## src/rtl/mult_sched.sv

```systemverilog
// mult_sched: round-robin scheduler that shares one DW-bit multiplier among NREQ requesters.
// Optional handshake watchdog (o_err) is built when MULT_SCHED_TIMEOUT_EN is defined.
//   state | meaning
//   IDLE  | no work; waiting for any request
//   GRANT | round-robin pick, capture winner's operands
//   ISSUE | one-cycle start pulse to the multiplier
//   WAIT  | waiting for a fresh rising edge on i_ms_stop
//   RESP  | done pulse to the winner, rotate priority
module mult_sched #(
    parameter int DW   = 8,
    parameter int NREQ = 4,
    parameter int TMO  = 64
) (
    input  logic                 i_clk,
    input  logic                 i_rst,
    input  logic [NREQ-1:0]      i_req,
    input  logic [NREQ*DW-1:0]   i_multd,
    input  logic [NREQ*DW-1:0]   i_multr,
    output logic [NREQ-1:0]      o_gnt,
    output logic [NREQ-1:0]      o_done,
    output logic [2*DW:0]        o_result,
    output logic                 o_busy,
    output logic                 o_ms_start,
    output logic [DW-1:0]        o_ms_multd,
    output logic [DW-1:0]        o_ms_multr,
    input  logic [2*DW:0]        i_ms_rc,
    input  logic                 i_ms_stop
`ifdef MULT_SCHED_TIMEOUT_EN
    ,
    output logic                 o_err
`endif
);
    localparam int IW = $clog2(NREQ);

    if (NREQ < 2 || NREQ > 8 || TMO < 1) begin : g_bad_param
        $error("mult_sched: NREQ must be 2..8 and TMO at least 1");
    end

    typedef enum logic [2:0] {IDLE, GRANT, ISSUE, WAIT, RESP} state_t;

    state_t         state_q, state_d;
    logic [IW-1:0]  last_q, last_d;
    logic [IW-1:0]  win_q, win_d;
    logic [IW-1:0]  pick;
    logic           found;
    int             j;
    logic [DW-1:0]  multd_q, multd_d;
    logic [DW-1:0]  multr_q, multr_d;
    logic [2*DW:0]  result_q, result_d;
    logic           stop_q;
    logic           stop_rise;
`ifdef MULT_SCHED_TIMEOUT_EN
    localparam int CW = $clog2(TMO + 1);
    logic [CW-1:0]  cnt_q, cnt_d;
    logic           err_q, err_d;
`endif

    // A stop level left over from the previous operation must not complete this one.
    assign stop_rise = i_ms_stop & ~stop_q;

    always_comb begin
        found = 1'b0;
        pick  = '0;
        j     = 0;
        for (int i = 0; i < NREQ; i++) begin
            j = int'(last_q) + 1 + i;
            if (j >= NREQ) j = j - NREQ;
            if (!found && i_req[IW'(j)]) begin
                found = 1'b1;
                pick  = IW'(j);
            end
        end
    end

    always_comb begin
        state_d    = state_q;
        last_d     = last_q;
        win_d      = win_q;
        multd_d    = multd_q;
        multr_d    = multr_q;
        result_d   = result_q;
        o_gnt      = '0;
        o_done     = '0;
        o_ms_start = 1'b0;
`ifdef MULT_SCHED_TIMEOUT_EN
        cnt_d      = cnt_q;
        err_d      = err_q;
`endif
        case (state_q)
            IDLE: begin
                if (|i_req) state_d = GRANT;
            end
            GRANT: begin
                if (found) begin
                    o_gnt[pick] = 1'b1;
                    win_d       = pick;
                    multd_d     = i_multd[int'(pick)*DW +: DW];
                    multr_d     = i_multr[int'(pick)*DW +: DW];
                    state_d     = ISSUE;
                end else begin
                    state_d = IDLE;
                end
            end
            ISSUE: begin
                o_ms_start = 1'b1;
                state_d    = WAIT;
`ifdef MULT_SCHED_TIMEOUT_EN
                cnt_d      = '0;
`endif
            end
            WAIT: begin
                if (stop_rise) begin
                    result_d = i_ms_rc;
                    state_d  = RESP;
                end
`ifdef MULT_SCHED_TIMEOUT_EN
                else if (cnt_q == CW'(TMO - 1)) begin
                    err_d    = 1'b1;
                    result_d = '0;
                    state_d  = RESP;
                end else begin
                    cnt_d = cnt_q + CW'(1);
                end
`endif
            end
            RESP: begin
                o_done[win_q] = 1'b1;
                last_d        = win_q;
                state_d       = IDLE;
            end
            default: state_d = IDLE;
        endcase
    end

    always_ff @(posedge i_clk or negedge i_rst) begin
        if (!i_rst) begin
            state_q  <= IDLE;
            last_q   <= IW'(NREQ - 1);
            win_q    <= '0;
            multd_q  <= '0;
            multr_q  <= '0;
            result_q <= '0;
            stop_q   <= 1'b0;
`ifdef MULT_SCHED_TIMEOUT_EN
            cnt_q    <= '0;
            err_q    <= 1'b0;
`endif
        end else begin
            state_q  <= state_d;
            last_q   <= last_d;
            win_q    <= win_d;
            multd_q  <= multd_d;
            multr_q  <= multr_d;
            result_q <= result_d;
            stop_q   <= i_ms_stop;
`ifdef MULT_SCHED_TIMEOUT_EN
            cnt_q    <= cnt_d;
            err_q    <= err_d;
`endif
        end
    end

    assign o_busy     = (state_q != IDLE);
    assign o_result   = result_q;
    assign o_ms_multd = multd_q;
    assign o_ms_multr = multr_q;
`ifdef MULT_SCHED_TIMEOUT_EN
    assign o_err      = err_q;
`endif

endmodule

```

## config.mk

```make
export PLATFORM = sky130hd
export DESIGN_NAME = mult_sched
export DESIGN_NICKNAME = d
export VERILOG_FILES = /design/src/rtl/mult_sched.sv
export SDC_FILE = /design/constraint.sdc
export NUM_CORES = 1
export LEC_CHECK = 0
export CAP_MARGIN = 10
export CORE_ASPECT_RATIO = 1.2
export CORE_MARGIN = 2
export CORE_UTILIZATION = 30
export CTS_CLUSTER_SIZE = 30
export DETAILED_ROUTE_END_ITERATION = 8
export PLACE_DENSITY = 0.73
export SLEW_MARGIN = 30
export SYNTH_ARGS = -nofsm -noshare
export SYNTH_HDL_FRONTEND = slang
export SYNTH_SLANG_ARGS = --single-unit
```

## constraint.sdc

```tcl
create_clock -name i_clk -period 1.85 [get_ports i_clk]
set_clock_uncertainty 0.05 [all_clocks]
set_input_delay 0.2775 -clock i_clk [delete_from_list [all_inputs] [get_ports i_clk]]
set_output_delay 0.2775 -clock i_clk [all_outputs]
set_load 0.01 [all_outputs]
```

==> summary.md, run 1 <==
| Metric | Value |
|---|---|
| Final Hold Viols | `0` |
| Design Area, Final | `4260 sq um` |
| Reg clk slew, reported paths | `0.08 ns` |
| CP Capture Type | `output port` |
| Final ANT Viol Nets | `0` |
| Startpoint class of the critical path | `flip-flop` |
| Worst-Skew Late Latency | `0.29 ns` |
| Total track usage | `18.1%` |
| Core ar. | `6900 sq um` |
| 1st-iter DRT viols | `50` |
| Power per standard cell area | `1370 nW/um^2` |
| Final setup margin | `-0.227 ns` |
| DR vias/cell | `4.89` |
| Final WL | `7200 um` |
| Fill cells | `574` |
| Max Cap Viol | `0` |
| Netlist Area Pre-Place | `2160 sq um` |
| Ant diodes | `0` |
| Share of cells above drive strength 1 | `35.3%` |
| WL per Instance | `16.8 um` |
| Non-filler cells in the finished layout | `430` |
| Sequential area share after synthesis | `47.6%` |
| Initial core utilization | `31.4%` |
| Period Utilization, post-route | `112%` |
| Most common cell after layout, fill and taps aside | `clkdlybuf4s50_1` |
| Average cell area after synthesis | `11.9 sq um` |
| Vias in the first global route | `2305` |
| Row cnt | `33` |
| Via count | `2103` |
| Final GP Congestion | `0.838` |
| Chip height | `97.0 um` |
| Initial antenna violation count | `0` |
| Register Area | `1030 sq um` |
| CTS HTree Levels | `2` |
| WP data arrival | `1.75 ns` |
| Dpl hpwl | `5050 um` |
| CTS tree | `yes` |
| Core Util, Final | `61.7%` |
| WP data required | `1.52 ns` |
| CTS Sinks | `41` |
| Achievable Freq | `0.481 GHz` |
| Total grt overflow | `0` |
| Slew HR | `79.5%` |
| Number of cells produced by synthesis | `182` |
| Pin count of the biggest net entering global routing | `19` |
| Run status | `finished, violations left` |
| First-pass GRT wire length | `11000 um` |
| Area taken by multi-input logic gates | `1340 sq um` |
| Die area | `7900 sq um` |
| Setup TNS Final | `-2.75 ns` |
| Num CTS Buffers | `5` |
| Post-route DRC | `0` |
| Failing checks | `negative setup slack` |
| Area after DPL | `3700 sq um` |
| Fin nets | `430` |
| Hold Crit Class | `in -> async` |
| Final number of setup-violating endpoints | `20` |
| Yosys warnings | `0` |
| Max VDD drop | `0.000732 V` |
| RSZ-0062 raised after global routing | `true` |
| Unique cell type count in the Yosys netlist | `31` |
| Clock Tree Root | `clkbuf_8` |
| Most frequent cells in the layout | `clkdlybuf4s50_1, dfrtp_1, nor2_1` |
| Drt pass-1 iters | `3` |
| Pleak | `1.72 nW` |
| Share of the synthesized area in the top cell type | `45.1%` |
| Area leader, netlist | `dfrtp_1` |
| Area Growth Syn to Fin | `96.9%` |
| Max-slew violations | `0` |
| DP Cell Count | `410` |
| Largest cells by area after synthesis | `dfrtp_1, mux2i_1, mux2_2` |
| Critical path type | `reg -> out` |
| Synth Register Bits | `41` |
| Worst-path fanout max | `4` |
| Clock tree buffer depth | `2` |
| Chip width | `81.5 um` |
| Min Tclk post-route | `2.08 ns` |
| Syn nets | `270` |
| PortBufs | `130` |
| Worst-Margin Slew | `0.307 ns` |
| # IOs | `131` |
==> flip-flops by register name (all words and copies together), names as in the netlist <==
signal / count
o_result: 17
win_q: 2
state_q: 3
o_ms_multd: 8
last_q: 2
stop_q: 1
o_ms_multr: 8
==> kinds of logic after synthesis <==
| family | count (synthesis) | synth area share [%] |
|---|---|---|
| AO/OA/AOI/OAI | 25 | 11.5 |
| buffers and inverters | 13 | 4.34 |
| flip-flops | 41 | 47.6 |
| multiplexers | 50 | 24.1 |
| AND/OR/NAND/NOR | 53 | 12.5 |
==> Yosys cell counts <==
library cell  instances
a221oi_2              9
nor2_1               24
dfstp_2               2
buf_2                 3
and2_4                1
buf_6                 4
buf_4                 3
dfrtp_1              39
nand3b_1              1
nand2_1              11
nor3_2                1
o221ai_1              1
nor2_2                2
inv_1                 2
nor3_1                1
nor3b_1               1
o21ai_0               3
mux2_2               17
or4_4                 1
nor2b_1               2
or3_1                 1
a21oi_1               4
clkbuf_1              1
nor4_1                1
nand2b_1              3
mux2i_1              33
and3_1                1
a211oi_1              1
a221oi_1              7
nand3b_4              1
and2_1                1
==> critical path: stages, from the launching register on <==
cell	delay, ns
dfstp_2	0.59
mux2i_1	0.22
o221ai_2	0.14
buf_4	0.15
and2_4	0.13
nor2b_4	0.12
buf_6	0.11
==> routing by layer <==
layer  track usage [%]  up-vias  wire [um]
met3              6.53        7        710
met4              4.04        0         71
met5                 0        -          0
li1                  -      989          -
met1              19.4     1015       2580
met2              32.8       92       3840
==> final timing paths <==
check | startpoint | endpoint | slack, ns | cells past startpoint
setup / recovery | last_q[1] | o_gnt[1] | -0.23 | 6
hold / removal | i_rst | o_ms_multd[6] | 0.36 | 2
setup reg to reg | last_q[0] | o_ms_multr[1] | -0.15 | 9
hold reg to reg | o_result[0] | o_result[0] | 0.46 | 1
max in group asynchronous | i_rst | o_ms_multd[2] | 0.85 | 3
min in group i_clk | i_ms_stop | stop_q | 0.42 | 1
==> final cells by class <==
| cell class | instances | area share [%] |
|---|---|---|
| inverter | 2 | 0.176 |
| clock inverter | 2 | 0.823 |
| sequential | 41 | 24.2 |
| tap | 87 | 2.56 |
| clock buffer | 6 | 1.70 |
| multi-input combinational | 128 | 31.5 |
| timing repair buffer | 164 | 39.0 |
==> what timing repair did <==
action,in CTS,in global routing
cloned,3,0
buffers inserted,8,2
setup endpoints to repair,27,26
pin swaps,18,9
resized for setup,64,46
endpoints found under the hold margin,9,0
hold buffers,1,0
==> through the flow <==
| step | hold WS [ns] | worst slack (ns) | total power, W |
|---|---|---|---|
| 2_1_floorplan | -0.0681 | -0.0258 | 0.00301 |
| 3_3_place_gp | 0.123 | -0.710 | 0.00441 |
| 3_5_place_dp | 0.129 | -0.778 | 0.00446 |
| 4_1_cts | 0.351 | -0.263 | 0.00565 |
| 5_1_grt | 0.377 | -0.314 | 0.00620 |
| 6_report | 0.360 | -0.227 | 0.00582 |
==> power breakdown <==
part / internal (W) / total (W) / switching (W)
Clock: 0.000401 / 0.000714 / 0.000313
Combinational: 0.00209 / 0.00353 / 0.00144
Sequential: 0.00134 / 0.00158 / 0.000240
(Power assumes the default switching activity.)
==> run 2, diff against run 1 <==
--- a/config.mk
+++ b/config.mk
@@ -12,6 +12,7 @@
 export CTS_CLUSTER_SIZE = 30
 export DETAILED_ROUTE_END_ITERATION = 8
 export PLACE_DENSITY = 0.73
+export SKIP_LAST_GASP = 1
 export SLEW_MARGIN = 30
 export SYNTH_ARGS = -nofsm -noshare
 export SYNTH_HDL_FRONTEND = slang
==> run 2 against run 1 <==
Die area unchanged. Worst hold slack about the same. The run still ends with negative setup slack left. Largest cell class unchanged. Non-clock buffer count unchanged. Sequential share of layout area about the same.
==> summary.md, run 2 (synthesis results as in run 1) <==
| Metric | Value |
|---|---|
| Slowest stage delay, CP | `0.59 ns (about the same)` |
| Achievable Freq | `0.481 GHz (about the same)` |
| Core Util, Final | `61.7% (about the same)` |
| Post-Place Worst Slack | `-0.778 ns (unchanged)` |
| WL per Instance | `16.6 um (was 16.8 um)` |
| Run status | `finished, violations left (unchanged)` |
| Max FFs per register | `17 (unchanged)` |
| Final GP Congestion | `0.838 (unchanged)` |
| Worst-path fanout max | `4 (unchanged)` |
| DP Cell Count | `410 (unchanged)` |
| Area Growth Syn to Fin | `96.7% (was 96.9%)` |
| Hold Crit Class | `in -> async (unchanged)` |
| Num CTS Buffers | `5 (unchanged)` |
| Post-route DRC | `0 (unchanged)` |
| CP Buf/Inv Count | `2 (unchanged)` |
| Setup TNS Final | `-2.72 ns (was -2.75 ns)` |
| Fin Hold WS | `0.360 ns (about the same)` |
| Share of cells above drive strength 1 | `35.0% (was 35.3%)` |
| Reg2reg start | `last_q[0] (unchanged)` |
| Clock Tree Root | `clkbuf_8 (unchanged)` |
| Final number of setup-violating endpoints | `20 (unchanged)` |
| Chip width | `81.5 um (unchanged)` |
| Startpoint class of the critical path | `flip-flop (unchanged)` |
| Via count | `2096 (was 2103)` |
| Final Hold Viols | `0 (unchanged)` |
| CTS HTree Levels | `2 (unchanged)` |
| Min Tclk post-route | `2.08 ns (about the same)` |
| Dpl hpwl | `5050 um (unchanged)` |
| PortBufs | `130 (unchanged)` |
| CTS Sinks | `41 (unchanged)` |
| Ant diodes | `0 (unchanged)` |
| Worst-Margin Slew | `0.307 ns (about the same)` |
| Initial antenna violation count | `0 (unchanged)` |
| Vias in the first global route | `2305 (unchanged)` |
| Period Utilization, post-route | `112% (about the same)` |
| Max VDD drop | `0.000732 V (about the same)` |
| Most frequent cells in the layout | `clkdlybuf4s50_1, dfrtp_1, nor2_1 (unchanged)` |
| Max Cap Viol | `0 (unchanged)` |
| 1st-iter DRT viols | `34 (was 50)` |
| CTS tree | `yes (unchanged)` |
| Critical Path, Cell by Cell | `mux2i_1, o221ai_2, buf_4, and2_4, nor2b_4, buf_6 (unchanged)` |
| Critical path type | `reg -> out (unchanged)` |
| CP max stage cell | `dfstp_2 (unchanged)` |
| RSZ-0062 raised after global routing | `true (unchanged)` |
| Core ar. | `6900 sq um (unchanged)` |
| Drt pass-1 iters | `3 (unchanged)` |
| Pleak | `1.72 nW (about the same)` |
| Most common cell after layout, fill and taps aside | `clkdlybuf4s50_1 (unchanged)` |
| CP Launch Point | `last_q[1] (unchanged)` |
| Chip height | `97.0 um (unchanged)` |
| Reg clk slew, reported paths | `0.08 ns (about the same)` |
| CP Capture Type | `output port (unchanged)` |
| Die area | `7900 sq um (unchanged)` |
| WP data required | `1.52 ns (about the same)` |
| Failing checks | `negative setup slack (unchanged)` |
| Delay-heaviest family, CP | `flip-flops (unchanged)` |
| Pin count of the biggest net entering global routing | `19 (unchanged)` |
| WP data arrival | `1.75 ns (about the same)` |
| DR vias/cell | `4.87 (was 4.89)` |
| Total grt overflow | `0 (unchanged)` |
| Worst-Skew Late Latency | `0.29 ns (about the same)` |
| Total track usage | `18.1% (unchanged)` |
| Non-filler cells in the finished layout | `430 (unchanged)` |
| Row cnt | `33 (unchanged)` |
| First-pass GRT wire length | `11000 um (unchanged)` |
| Initial core utilization | `31.4% (unchanged)` |
| Clock tree buffer depth | `2 (unchanged)` |
| Fin nets | `430 (unchanged)` |
| Final setup margin | `-0.227 ns (about the same)` |
| Max-slew violations | `0 (unchanged)` |
| Final WL | `7130 um (was 7200 um)` |
| Power per standard cell area | `1370 nW/um^2 (about the same)` |
| # IOs | `131 (unchanged)` |
| Slew HR | `79.5% (about the same)` |
| Final ANT Viol Nets | `0 (unchanged)` |
[run 2: cell counts in the layout (fill, tap and decap cells not counted)]
No cell type changed its count.
[run 2: path summary, 6_finish.rpt]
| path | depth (start not counted) | slack [ns] | to |
|---|---|---|---|
| worst max register to register | 9 | -0.15 | o_ms_multr[1] |
| max in group asynchronous | 3 | 0.85 | o_ms_multd[2] |
| worst min register to register | 1 | 0.46 | o_result[0] |
| worst max-delay path | 6 | -0.23 | o_gnt[1] |
| worst min-delay path | 2 | 0.36 | o_ms_multd[6] |
| min in group i_clk | 1 | 0.42 | stop_q |
[run 2: layer usage]
layer / global-route usage, % / share of wire [%] / vias to the layer above
met4: 4.04 / 1.0 / 0
met1: 19.4 / 36 / 1007
met5: 0 / 0 / -
met3: 6.53 / 9.8 / 7
li1: - / - / 990
met2: 32.8 / 53 / 92
[run 2: cell type report]
cell class | count | area, sq um
clock buffers | 6 | 72.6
clock inverters | 2 | 35.0
fillers | 578 | 2640
inverters | 2 | 7.51
multi-input cells | 128 | 1340
flip-flops and latches | 41 | 1030
well taps | 87 | 109
repair buffers | 164 | 1660
[run 2: power by group]
group / switching [W] / internal (W) / total [W]
clock: 0.000313 / 0.000401 / 0.000714
combinational: 0.00144 / 0.00209 / 0.00353
sequential: 0.000239 / 0.00134 / 0.00157
total: 0.00199 / 0.00383 / 0.00582
[run 2: worst register-to-register path, delay by kind of cell (launching register included)]
kind | cells | cell delay, ns
AO/OA/AOI/OAI | 3 | 0.34
buffers and inverters | 4 | 0.53
flip-flops | 1 | 0.57
multiplexers | 1 | 0.24
AND/OR/NAND/NOR | 1 | 0.14
[run 2: what timing repair did]
| action | in CTS | in global routing |
|---|---|---|
| gates resized for setup | 64 | 45 |
| buffers inserted | 8 | 2 |
| cloned | 3 | 0 |
| hold endpoints to repair | 9 | 0 |
| setup endpoints to repair | 27 | 26 |
| hold buffers | 1 | 0 |
| pin swaps | 18 | 9 |
[run 2: stage by stage]
step / total power, W / cell area [sq um]
after detailed placement: 0.00446 / 3700
after global routing: 0.00619 / 4250
after global placement: 0.00441 / 3700
final: 0.00582 / 4250
after CTS: 0.00565 / 4080
after floorplan: 0.00301 / 2170
==> run 3, diff against run 2 <==
--- a/config.mk
+++ b/config.mk
@@ -8,10 +8,10 @@
 export CAP_MARGIN = 10
 export CORE_ASPECT_RATIO = 1.2
 export CORE_MARGIN = 2
-export CORE_UTILIZATION = 30
+export CORE_UTILIZATION = 34
 export CTS_CLUSTER_SIZE = 30
 export DETAILED_ROUTE_END_ITERATION = 8
-export PLACE_DENSITY = 0.73
+export PLACE_DENSITY = 0.8
 export SKIP_LAST_GASP = 1
 export SLEW_MARGIN = 30
 export SYNTH_ARGS = -nofsm -noshare
==> run 3 against run 2 <==
The run still ends with negative setup slack left. Global-route usage grew 0.86 points. Power shrank 8.4%. First-iteration DRC count grew 21%. Maximum frequency shrank 1.7%. Wire length shrank 8.5%. Core utilization grew 3.8 points. Clock-buffer cell count grew 1. Clock power shrank 9.8%. Non-clock buffer count grew 1. Largest cell class unchanged.
==> summary.md, run 3 (synthesis results as in run 1) <==
| Metric | Value |
|---|---|
| Delay-heaviest family, CP | `flip-flops (unchanged)` |
| Clock tree buffer depth | `2 (unchanged)` |
| Critical Path, Cell by Cell | `mux2i_2, o221ai_2, buf_4, and2_4, nor2b_4, buf_6 (was mux2i_1, o221ai_2, buf_4, and2_4, nor2b_4, buf_6)` |
| Achievable Freq | `0.473 GHz (was 0.481 GHz)` |
| CTS tree | `yes (unchanged)` |
| Share of cells above drive strength 1 | `31.7% (was 35.0%)` |
| Core ar. | `6090 sq um (was 6900 sq um)` |
| CP max stage cell | `dfstp_2 (unchanged)` |
| Num CTS Buffers | `5 (unchanged)` |
| Most common cell after layout, fill and taps aside | `clkdlybuf4s50_1 (unchanged)` |
| Clock Tree Root | `clkbuf_8 (unchanged)` |
| Via count | `2057 (was 2096)` |
| Startpoint class of the critical path | `flip-flop (unchanged)` |
| CTS HTree Levels | `2 (unchanged)` |
| Die area | `7020 sq um (was 7900 sq um)` |
| RSZ-0062 raised after global routing | `true (unchanged)` |
| Final number of setup-violating endpoints | `21 (was 20)` |
| CTS Sinks | `41 (unchanged)` |
| Most frequent cells in the layout | `clkdlybuf4s50_1, dfrtp_1, mux2i_1 (was clkdlybuf4s50_1, dfrtp_1, nor2_1)` |
| Reg clk slew, reported paths | `0.08 ns (about the same)` |
| Area Growth Syn to Fin | `84.3% (was 96.7%)` |
| WP data required | `1.52 ns (about the same)` |
| Row cnt | `31 (was 33)` |
| Ant diodes | `0 (unchanged)` |
| Drt pass-1 iters | `4 (was 3)` |
| Initial antenna violation count | `0 (unchanged)` |
| Max VDD drop | `0.000815 V (was 0.000732 V)` |
| Slowest stage delay, CP | `0.58 ns (was 0.59 ns)` |
| Power per standard cell area | `1340 nW/um^2 (was 1370 nW/um^2)` |
| Dpl hpwl | `4980 um (was 5050 um)` |
| First-pass GRT wire length | `10600 um (was 11000 um)` |
| Worst-Margin Slew | `0.481 ns (was 0.307 ns)` |
| WP data arrival | `1.79 ns (was 1.75 ns)` |
| Run status | `finished, violations left (unchanged)` |
| Final ANT Viol Nets | `0 (unchanged)` |
| Fin nets | `431 (was 430)` |
| Period Utilization, post-route | `114% (was 112%)` |
| PortBufs | `130 (unchanged)` |
| Worst-path fanout max | `4 (unchanged)` |
| Pleak | `1.70 nW (was 1.72 nW)` |
| Final setup margin | `-0.264 ns (was -0.227 ns)` |
| Pin count of the biggest net entering global routing | `23 (was 19)` |
| Total track usage | `18.9% (was 18.1%)` |
| Vias in the first global route | `2186 (was 2305)` |
| Slew HR | `67.9% (was 79.5%)` |
| Hold Crit Class | `in -> reg (was in -> async)` |
| DP Cell Count | `406 (was 410)` |
| Min Tclk post-route | `2.11 ns (was 2.08 ns)` |
| Final Hold Viols | `0 (unchanged)` |
| Chip width | `76.8 um (was 81.5 um)` |
| Max Cap Viol | `0 (unchanged)` |
| Worst-Skew Late Latency | `0.29 ns (about the same)` |
| Total grt overflow | `0 (unchanged)` |
| Fill cells | `502 (was 578)` |
| DR vias/cell | `4.83 (was 4.87)` |
| Chip height | `91.4 um (was 97.0 um)` |
| CP Capture Type | `output port (unchanged)` |
| # IOs | `131 (unchanged)` |
| Max FFs per register | `17 (unchanged)` |
| WL per Instance | `15.3 um (was 16.6 um)` |
| Non-filler cells in the finished layout | `426 (was 430)` |
| Final WL | `6520 um (was 7130 um)` |
| Setup TNS Final | `-3.26 ns (was -2.72 ns)` |
| Max-slew violations | `0 (unchanged)` |
| 1st-iter DRT viols | `41 (was 34)` |
| Failing checks | `negative setup slack (unchanged)` |
| CP Buf/Inv Count | `2 (unchanged)` |
| Initial core utilization | `35.5% (was 31.4%)` |
| Final GP Congestion | `0.815 (was 0.838)` |
| Critical path type | `reg -> out (unchanged)` |
| Post-route DRC | `0 (unchanged)` |
==> run 3: cell types whose count changed in the layout (fill, tap and decap cells not counted), moves of 3 or more <==
cell     previous run  this run
buf_12              5         2
buf_16              3         0
buf_4              20        24
mux2i_1            15        32
mux2i_2             5         1
mux2i_4            13         0
==> run 3: worst paths after layout <==
| path | from | endpoint | slack [ns] | depth (start not counted) |
|---|---|---|---|---|
| setup / recovery | last_q[1] | o_gnt[1] | -0.26 | 6 |
| hold / removal | i_ms_stop | stop_q | 0.42 | 1 |
| setup reg to reg | last_q[1] | o_ms_multr[1] | -0.17 | 8 |
| hold reg to reg | o_result[8] | o_result[8] | 0.46 | 1 |
| max in group asynchronous | i_rst | o_result[14] | 0.63 | 3 |
| min in group asynchronous | i_rst | o_ms_multr[3] | 0.45 | 2 |
==> run 3: repair_timing <==
item                       in CTS  in global routing
hold endpoints to repair       18                  0
gates resized for setup        64                 19
pin swaps                       7                  4
cloned                          1                  0
buffers inserted               14                  4
setup endpoints to repair      26                 27
hold buffers                    1                  0
==> run 3: report_power, final <==
part	internal [W]	switching, W
clock	0.000337	0.000307
combinational	0.00181	0.00128
sequential	0.00134	0.000256
total	0.00349	0.00184
==> run 3: worst register-to-register path: stages, from the launching register on <==
cell	delay, ns
dfstp_2	0.58
mux2i_2	0.24
o221ai_2	0.14
buf_4	0.17
buf_6	0.11
buf_6	0.10
nor3_4	0.24
buf_6	0.18
a221oi_1	0.08
==> run 3: area by class of cell <==
| cell class | count | area (sq um) | share of cell area, % |
|---|---|---|---|
| repair buffers | 165 | 1580 | 39.7 |
| multi-input cells | 128 | 1160 | 29.2 |
| flip-flops and latches | 41 | 1030 | 25.8 |
| well taps | 82 | 103 | 2.57 |
| clock buffers | 7 | 96.3 | 2.42 |
| inverters | 2 | 7.51 | 0.188 |
| clock inverters | 1 | 5.00 | 0.126 |
==> run 3: stage by stage <==
step / power [W] / setup WS [ns] / hold slack (ns) / instance area [sq um] / utilization (%)
final: 0.00533 / -0.264 / 0.417 / 3990 / 65.4
after detailed placement: 0.00443 / -0.796 / 0.219 / 3680 / 60.4
after global routing: 0.00571 / -0.375 / 0.406 / 3990 / 65.4
after CTS: 0.00535 / -0.289 / 0.416 / 3960 / 64.9
after floorplan: 0.00301 / -0.0258 / -0.0681 / 2170 / -
after global placement: 0.00436 / -0.717 / 0.213 / 3680 / 60.4
==> run 3: layer usage <==
| metal | track usage (%) | vias to the layer above | share of wire (%) |
|---|---|---|---|
| met2 | 33.5 | 100 | 49 |
| met1 | 21.5 | 968 | 40 |
| met4 | 3.64 | 0 | 1.5 |
| li1 | - | 981 | - |
| met3 | 7.55 | 8 | 9.8 |
| met5 | 0 | - | 0 |
